$ cat src/rtl/mem_port_arbiter.sv
// mem_port_arbiter
//   Shares the single unified memory port between instruction fetch (IF)
//   and the data-memory stage (DM). Exactly one transaction is outstanding
//   at a time. DM has default priority. A saturating starvation counter
//   forces an IF win after STARVE_MAX consecutive DM wins taken while IF
//   was waiting.
//
// Ports
//   clk, rst            rising-edge clock, synchronous active-high reset
//   if_req/if_addr      IF read request (held until if_gnt)
//   if_gnt              one-cycle pulse, IF request captured
//   if_rvalid/if_rdata  IF read completion pulse and held read data
//   dm_req/dm_we/dm_addr/dm_wdata  DM request (held until dm_gnt)
//   dm_gnt              one-cycle pulse, DM request captured
//   dm_rvalid/dm_rdata  DM completion pulse and held read data (0 on writes)
//   mem_req/mem_we/mem_addr/mem_wdata  memory request, stable until mem_ack
//   mem_ack/mem_rdata   memory completion and read data
//   mux_sel             address/data port-mux select, 0=IF 1=DM
module mem_port_arbiter #(
  parameter int unsigned AW         = 32,
  parameter int unsigned DW         = 32,
  parameter int unsigned STARVE_MAX = 4
) (
  input  logic          clk,
  input  logic          rst,
  input  logic          if_req,
  input  logic [AW-1:0] if_addr,
  output logic          if_gnt,
  output logic          if_rvalid,
  output logic [DW-1:0] if_rdata,
  input  logic          dm_req,
  input  logic          dm_we,
  input  logic [AW-1:0] dm_addr,
  input  logic [DW-1:0] dm_wdata,
  output logic          dm_gnt,
  output logic          dm_rvalid,
  output logic [DW-1:0] dm_rdata,
  output logic          mem_req,
  output logic          mem_we,
  output logic [AW-1:0] mem_addr,
  output logic [DW-1:0] mem_wdata,
  input  logic          mem_ack,
  input  logic [DW-1:0] mem_rdata,
  output logic          mux_sel
);

  typedef enum logic {
    S_IDLE = 1'b0,
    S_BUSY = 1'b1
  } state_t;

  localparam logic [7:0] STARVE_LIM = 8'(STARVE_MAX);

  state_t        r_state,      w_state_nxt;
  logic [7:0]    r_starve_cnt, w_starve_nxt;
  logic          r_mux_sel,    w_mux_sel_nxt;
  logic          r_mem_we,     w_mem_we_nxt;
  logic [AW-1:0] r_mem_addr,   w_mem_addr_nxt;
  logic [DW-1:0] r_mem_wdata,  w_mem_wdata_nxt;
  logic          r_if_gnt,     w_if_gnt_nxt;
  logic          r_dm_gnt,     w_dm_gnt_nxt;
  logic          r_if_rvalid,  w_if_rvalid_nxt;
  logic          r_dm_rvalid,  w_dm_rvalid_nxt;
  logic [DW-1:0] r_if_rdata,   w_if_rdata_nxt;
  logic [DW-1:0] r_dm_rdata,   w_dm_rdata_nxt;
  logic          w_if_forced;
  logic          w_dm_wins;

  // IF is forced through only when it is waiting and DM has used up its
  // allowance of consecutive wins.
  assign w_if_forced = if_req && (r_starve_cnt == STARVE_LIM);
  assign w_dm_wins   = dm_req && !w_if_forced;

  always_ff @(posedge clk) begin
    if (rst) begin
      r_state      <= S_IDLE;
      r_starve_cnt <= '0;
      r_mux_sel    <= 1'b0;
      r_mem_we     <= 1'b0;
      r_mem_addr   <= '0;
      r_mem_wdata  <= '0;
      r_if_gnt     <= 1'b0;
      r_dm_gnt     <= 1'b0;
      r_if_rvalid  <= 1'b0;
      r_dm_rvalid  <= 1'b0;
      r_if_rdata   <= '0;
      r_dm_rdata   <= '0;
    end else begin
      r_state      <= w_state_nxt;
      r_starve_cnt <= w_starve_nxt;
      r_mux_sel    <= w_mux_sel_nxt;
      r_mem_we     <= w_mem_we_nxt;
      r_mem_addr   <= w_mem_addr_nxt;
      r_mem_wdata  <= w_mem_wdata_nxt;
      r_if_gnt     <= w_if_gnt_nxt;
      r_dm_gnt     <= w_dm_gnt_nxt;
      r_if_rvalid  <= w_if_rvalid_nxt;
      r_dm_rvalid  <= w_dm_rvalid_nxt;
      r_if_rdata   <= w_if_rdata_nxt;
      r_dm_rdata   <= w_dm_rdata_nxt;
    end
  end

  always_comb begin
    w_state_nxt     = r_state;
    w_starve_nxt    = r_starve_cnt;
    w_mux_sel_nxt   = r_mux_sel;
    w_mem_we_nxt    = r_mem_we;
    w_mem_addr_nxt  = r_mem_addr;
    w_mem_wdata_nxt = r_mem_wdata;
    w_if_gnt_nxt    = 1'b0;
    w_dm_gnt_nxt    = 1'b0;
    w_if_rvalid_nxt = 1'b0;
    w_dm_rvalid_nxt = 1'b0;
    w_if_rdata_nxt  = r_if_rdata;
    w_dm_rdata_nxt  = r_dm_rdata;

    case (r_state)
      S_IDLE: begin
        if (if_req || dm_req) begin
          w_state_nxt   = S_BUSY;
          w_mux_sel_nxt = w_dm_wins;
          if (w_dm_wins) begin
            w_dm_gnt_nxt    = 1'b1;
            w_mem_we_nxt    = dm_we;
            w_mem_addr_nxt  = dm_addr;
            w_mem_wdata_nxt = dm_wdata;
            // Only DM wins over a waiting IF count toward starvation.
            if (!if_req) begin
              w_starve_nxt = '0;
            end else if (r_starve_cnt != STARVE_LIM) begin
              w_starve_nxt = r_starve_cnt + 8'd1;
            end
          end else begin
            w_if_gnt_nxt    = 1'b1;
            w_mem_we_nxt    = 1'b0;
            w_mem_addr_nxt  = if_addr;
            w_mem_wdata_nxt = '0;
            w_starve_nxt    = '0;
          end
        end
      end
      S_BUSY: begin
        if (mem_ack) begin
          w_state_nxt = S_IDLE;
          // mux_sel still names the owner of the finishing transaction.
          if (r_mux_sel) begin
            w_dm_rvalid_nxt = 1'b1;
            w_dm_rdata_nxt  = r_mem_we ? '0 : mem_rdata;
          end else begin
            w_if_rvalid_nxt = 1'b1;
            w_if_rdata_nxt  = mem_rdata;
          end
        end
      end
      default: w_state_nxt = S_IDLE;
    endcase
  end

  assign mem_req   = (r_state == S_BUSY);
  assign mem_we    = r_mem_we;
  assign mem_addr  = r_mem_addr;
  assign mem_wdata = r_mem_wdata;
  assign mux_sel   = r_mux_sel;
  assign if_gnt    = r_if_gnt;
  assign dm_gnt    = r_dm_gnt;
  assign if_rvalid = r_if_rvalid;
  assign dm_rvalid = r_dm_rvalid;
  assign if_rdata  = r_if_rdata;
  assign dm_rdata  = r_dm_rdata;

endmodule
$ cat config.mk
export PLATFORM = sky130hd
export DESIGN_NAME = mem_port_arbiter
export DESIGN_NICKNAME = d
export VERILOG_FILES = /design/src/rtl/mem_port_arbiter.sv
export SDC_FILE = /design/constraint.sdc
export NUM_CORES = 1
export LEC_CHECK = 0
export CAP_MARGIN = 25
export CORE_MARGIN = 1
export CORE_UTILIZATION = 25
export CTS_CLUSTER_SIZE = 24
export DETAILED_ROUTE_END_ITERATION = 6
export MAX_ROUTING_LAYER = met4
export PLACE_DENSITY = 0.63
export SLEW_MARGIN = 15
export SYNTH_ARGS = -nofsm -noshare
export SYNTH_HDL_FRONTEND = slang
export SYNTH_SLANG_ARGS = --single-unit
$ cat constraint.sdc
create_clock -name clk -period 4.3 [get_ports clk]
set_clock_uncertainty 0.1 [all_clocks]
set_input_delay 0.86 -clock clk [delete_from_list [all_inputs] [get_ports clk]]
set_output_delay 0.86 -clock clk [all_outputs]
set_load 0.05 [all_outputs]
After elaboration in Yosys (flattened, before gate mapping)
Index checks and enable logic that the tools add are counted.
{ "word_totals": {"ff_bits": 143, "in_bits": 134, "out_inout_bits": 135, "word_cells": 44} }
{ "op_classes": {"n_addsub": 1, "eq_ne": 3, "mux": 14, "n_bitwise": 4, "n_reduce_logical": 10} }
{ "ops": {"columns": ["op", "n"], "rows": [
  ["2-to-1 mux 32 bit", 3],
  ["2-to-1 mux 8 bit", 3],
  ["AND reduction 3 bit", 3],
  ["adder 8 x 1 -> 8 bit (second input constant)", 1],
  ["equality test 8 x 3 -> 1 bit (second input constant)", 1],
  ["!= test 8 x 3 -> 1 bit (second input constant)", 1],
  ["2-to-1 mux 1 bit", 7],
  ["OR reduction 3 bit", 2],
  ["inverter 1 bit", 4],
  ["!= test 3 x 2 -> 1 bit (second input constant)", 1],
  ["logical AND 1 bit", 2],
  ["case mux 1 bit (2 select lines)", 1],
  ["AND reduction 2 bit", 1],
  ["logical NOT 1 bit", 1],
  ["logical OR 1 bit", 1]
]} }

Longest topological paths before layout
{ "logic_depth": {"depth_word": 6, "mapped_depth": 7, "depth_no_buf": 6} }

Worst setup path before layout
Ideal clock, no wire load.
{ "synth_path": {"kind": "input-to-reg", "start": "input port if_req", "end": "register r_mem_wdata[10] (netlist: mem_wdata[10])", "setup_time_ps": 117, "arrival_time_ps": 2099, "required_time_ps": 4083, "setup_slack_ps": 1984, "path_stages": 5, "path_buffers": 1, "path_cell_list": "or4bb_1 o21ai_4 nor3_4 buf_6 a22o_1"} }
{ "synth_between": {"elab_chain_len": 4, "elab_cells_between_ends": 6, "cone_classes": "1 x mux; 5 x reduce/logical"} }
{ "synth_rtl": {"columns": ["item", "line", "rtl"], "rows": [
  ["start, declared", "26", "input logic if_req,"],
  ["logical AND 1 bit", "71", "assign w_if_forced = if_req && (r_starve_cnt == STARVE_LIM);"],
  ["logical NOT 1 bit", "72", "assign w_dm_wins = dm_req && !w_if_forced;"],
  ["logical AND 1 bit", "72", null],
  ["2-to-1 mux 32 bit", "123", "if (w_dm_wins) begin"],
  ["end signal, assigned", "94", "r_mem_wdata <= w_mem_wdata_nxt;"],
  ["end, declared", "59", "logic [DW-1:0] r_mem_wdata, w_mem_wdata_nxt;"]
]} }
Several ways; a longest one is shown, not always the timed one.
A chain may end at the register's enable or synchronous reset.

Worst setup path after layout
{ "layout_path": {"start": "register r_state (netlist: mem_req)", "end": "output port mem_req"} }
{ "layout_rtl": {"columns": ["item", "line", "rtl"], "rows": [
  ["start, declared", "54", "state_t r_state, w_state_nxt;"],
  ["start signal, assigned", "89", "r_state <= w_state_nxt;"],
  ["end, declared", "38", "output logic mem_req,"]
]} }
No word-level cell between the ends.

==> insert_results.sql <==
INSERT INTO impl_metrics (metric_group, metric, value, unit) VALUES
('sta', 'layout_worst_path_cycle_share', '69.88', '%'),
('sta', 'rsz0062_at_grt', 'false', ''),
('power', 'power_frac_comb', '19.2', '%'),
('synthesis', 'ys_ff_latch', '143', ''),
('clocking', 'cts_root_buf', 'sky130_fd_sc_hd__clkbuf_16', ''),
('worst_setup_path', 'cp.depth', '1', ''),
('synthesis', 'synth_nets', '672', ''),
('clocking', 'clk-insertion-delay-late', '0.41', 'ns'),
('die', 'die_x', '144.9', 'um'),
('routing', 'total_routed_wire_length_on_the_met1_layer', '7.339', 'mm'),
('die', 'floorplan.io_pins', '269', ''),
('worst_setup_path', 'worstPathCellList', 'clkdlybuf4s50_1', ''),
('synthesis', 'synth.largest_area_cell', 'sky130_fd_sc_hd__dfxtp_1', ''),
('sta', 'final_critical_path_setup_slack', '1.295', 'ns'),
('routing', 'avgRoutedWirePerCell', '15.17', 'um'),
('routing', 'num_vias', '4801', ''),
('placed_design', 'gpl.final_weighted_congestion', '0.7608', ''),
('die', 'floorplan.die.height', '144.9', 'um'),
('worst_setup_path', 'worstPathArrival', '2.04', 'ns'),
('synthesis', 'postSynthCellCount', '536', ''),
('placed_design', 'place_area', '0.008005', 'mm^2'),
('global_routing', 'antenna_found_initial', '0', ''),
('cells_and_area', 'final_area', '0.008645', 'mm^2'),
('worst_setup_path', 'critPathBufInv', '1', ''),
('cells_and_area', 'final_net_count', '926', ''),
('synthesis', 'synthesis.area', '0.005106', 'mm^2'),
('power', 'switching_share', '28.81', '%'),
('sta', 'setup-tns-final', '0', 'ns'),
('worst_setup_path', 'r2r-end', 'mem_addr[18]', ''),
('worst_setup_path', 'critical_path_required', '3.34', 'ns'),
('routing', 'drc', '0', ''),
('sta', 'timing.max_slew.rel_slack', '46.93', '%'),
('clocking', 'post_cts_resized', '0', ''),
('routing', 'drt-initial-drc-count', '180', ''),
('synthesis', 'synth.cells.most_frequent', '143 x sky130_fd_sc_hd__dfxtp_1, 103 x sky130_fd_sc_hd__nand2_1, 65 x sky130_fd_sc_hd__a21oi_1, 65 x sky130_fd_sc_hd__a22o_1, 44 x sky130_fd_sc_hd__nor2_1', ''),
('clocking', 'max-clock-path-buffers', '2', ''),
('die', 'floorplan.core_area', '0.01972', 'mm^2'),
('routing', 'maxUsedRoutingLayer', 'met4', ''),
('worst_setup_path', 'critical_path.slowest_cell', 'sky130_fd_sc_hd__clkdlybuf4s50_1', ''),
('global_routing', 'grt_overflow_total', '0', ''),
('synthesis', 'synth_edf_count', '0', ''),
('routing', 'wl_met2', '7.939', 'mm'),
('die', 'floorplan.die_area', '0.02100', 'mm^2'),
('routing', 'ant_nets', '0', ''),
('clocking', 'cts-buffers-inserted', '17', ''),
('clocking', 'cts_max_level', '4', ''),
('synthesis', 'synth.most_common_cell', 'sky130_fd_sc_hd__dfxtp_1', ''),
('worst_setup_path', 'register_to_register_setup_slack', '2.13', 'ns'),
('clocking', 'cts_tree', 'built', ''),
('routing', 'drt_pass1_iterations', '5', ''),
('cells_and_area', 'area_growth_syn_to_layout', '69.30', '%'),
('worst_setup_path', 'regToRegStartpoint', 'r_starve_cnt[0]', ''),
('outcome', 'status', 'finished clean', ''),
('power', 'vdd.ir_drop.worst', '0.2446', 'mV'),
('clocking', 'clkSinkCount', '143', ''),
('power', 'leakage', '0.003189', 'uW'),
('synthesis', 'ys_seq_area_share', '56.06', '%'),
('worst_setup_path', 'reg2reg_depth', '7', ''),
('cells_and_area', 'num_antenna_cells', '0', ''),
('placed_design', 'placement.io_buffers', '268', ''),
('routing', 'detailroute.wirelength.met3', '806', 'um'),
('global_routing', 'grt_util_all_layers', '16.06', '%'),
('cells_and_area', 'drive_gt1_share', '6.849', '%'),
('synthesis', 'ys_dominant_reg_cell', 'sky130_fd_sc_hd__dfxtp_1', ''),
('power', 'net_switching_component_of_the_power', '1054', 'uW'),
('cells_and_area', 'filler_cell_count', '1906', ''),
('synthesis', 'syn_avg_cell_area', '9.526', 'um^2'),
('sta', 'final-setup-viol-count', '0', ''),
('worst_setup_path', 'cp-endpoint', 'mem_req', ''),
('routing', 'drt_wl_total', '16.21', 'mm'),
('hold_path', 'timing.hold.worst.class', 'reg2reg', '');
## how the worst min path moves through the flow
stage	startpoint	to	slack [ns]	depth (start not counted)
detailed placement	if_rdata[18]	if_rdata[18]	0.35	2
global placement	if_rdata[11]	if_rdata[11]	0.34	2
finish	if_rdata[17]	if_rdata[17]	0.35	2
floorplan	r_starve_cnt[7]	r_starve_cnt[7]	0.35	1
global route	if_rdata[5]	if_rdata[5]	0.37	2
CTS	if_rdata[18]	if_rdata[18]	0.35	2
## cells by family (layout without fill, tap and decap cells)
family          count (synthesis)  in the layout  synth area share (%)
compound gates                181            181                 25.41
fa+ha+maj                       2              2                0.4900
buf+inv                        45            312                 4.411
flops                         143            143                 56.06
mux                             2              2                0.3921
simple gates                  163            163                 13.23
## through the flow
step           std cells  total power (uW)  util (%)
5_1_grt             1068              3812     43.84
3_5_place_dp        1035              2163     40.60
6_report            1068              3657     43.84
2_1_floorplan        536              1854         -
3_3_place_gp        1034              2158     40.50
4_1_cts             1067              3705     43.70
## final cells by class
type | count | area (um^2) | area share (%)
Sequential cell | 143 | 2863 | 33.12
Timing Repair Buffer | 278 | 2785 | 32.22
Multi-Input combinational cell | 348 | 2046 | 23.66
Clock buffer | 18 | 429.2 | 4.965
Tap cell | 265 | 331.6 | 3.836
Clock inverter | 14 | 182.7 | 2.113
Inverter | 2 | 7.507 | 0.08684
## flip-flops by register name, summed over array words and instances, names as in the netlist
name,flops
mux_sel,1
dm_rdata,32
mem_wdata,32
if_rdata,32
if_gnt,1
if_rvalid,1
r_starve_cnt,8
mem_addr,32
dm_gnt,1
mem_req,1
mem_we,1
dm_rvalid,1
## routing by layer
layer | vias to the layer above | GRT usage, %
met3 | 5 | 3.836
li1 | 2419 | -
met2 | 142 | 26.35
met4 | 0 | 4.468
met1 | 2235 | 19.54
met5 | - | -
## power by group through the flow
stage | Sequential [uW] | Clock (uW) | Combinational (uW)
3_5_place_dp | 1460 | 0 | 702
6_report | 1430 | 1520 | 701
2_1_floorplan | 1690 | 0 | 165
5_1_grt | 1440 | 1630 | 741
4_1_cts | 1430 | 1570 | 703
3_3_place_gp | 1460 | 0 | 699
## layout by cell type (no fill, tap or decap), types with 2 or more instances in the layout
cell,Yosys,routed
sky130_fd_sc_hd__dfxtp_1,143,143
sky130_fd_sc_hd__nand2b_1,2,2
sky130_fd_sc_hd__nand2_1,103,103
sky130_fd_sc_hd__a2bb2oi_1,2,2
sky130_fd_sc_hd__a31oi_1,7,6
sky130_fd_sc_hd__inv_6,0,3
sky130_fd_sc_hd__clkdlybuf4s50_1,0,267
sky130_fd_sc_hd__a41oi_1,2,2
sky130_fd_sc_hd__nand3_1,2,2
sky130_fd_sc_hd__or2_2,2,2
sky130_fd_sc_hd__clkinv_4,0,4
sky130_fd_sc_hd__a22o_1,65,65
sky130_fd_sc_hd__mux2i_1,2,2
sky130_fd_sc_hd__clkinvlp_4,0,2
sky130_fd_sc_hd__nor2_1,44,41
sky130_fd_sc_hd__nor2_2,0,3
sky130_fd_sc_hd__a21oi_1,65,65
sky130_fd_sc_hd__and3_1,2,2
sky130_fd_sc_hd__ha_1,2,2
sky130_fd_sc_hd__clkbuf_16,0,17
sky130_fd_sc_hd__a211oi_1,32,32
sky130_fd_sc_hd__bufinv_16,0,3
sky130_fd_sc_hd__buf_4,0,8
sky130_fd_sc_hd__inv_1,2,2
Power figures use the tool's default switching activity.
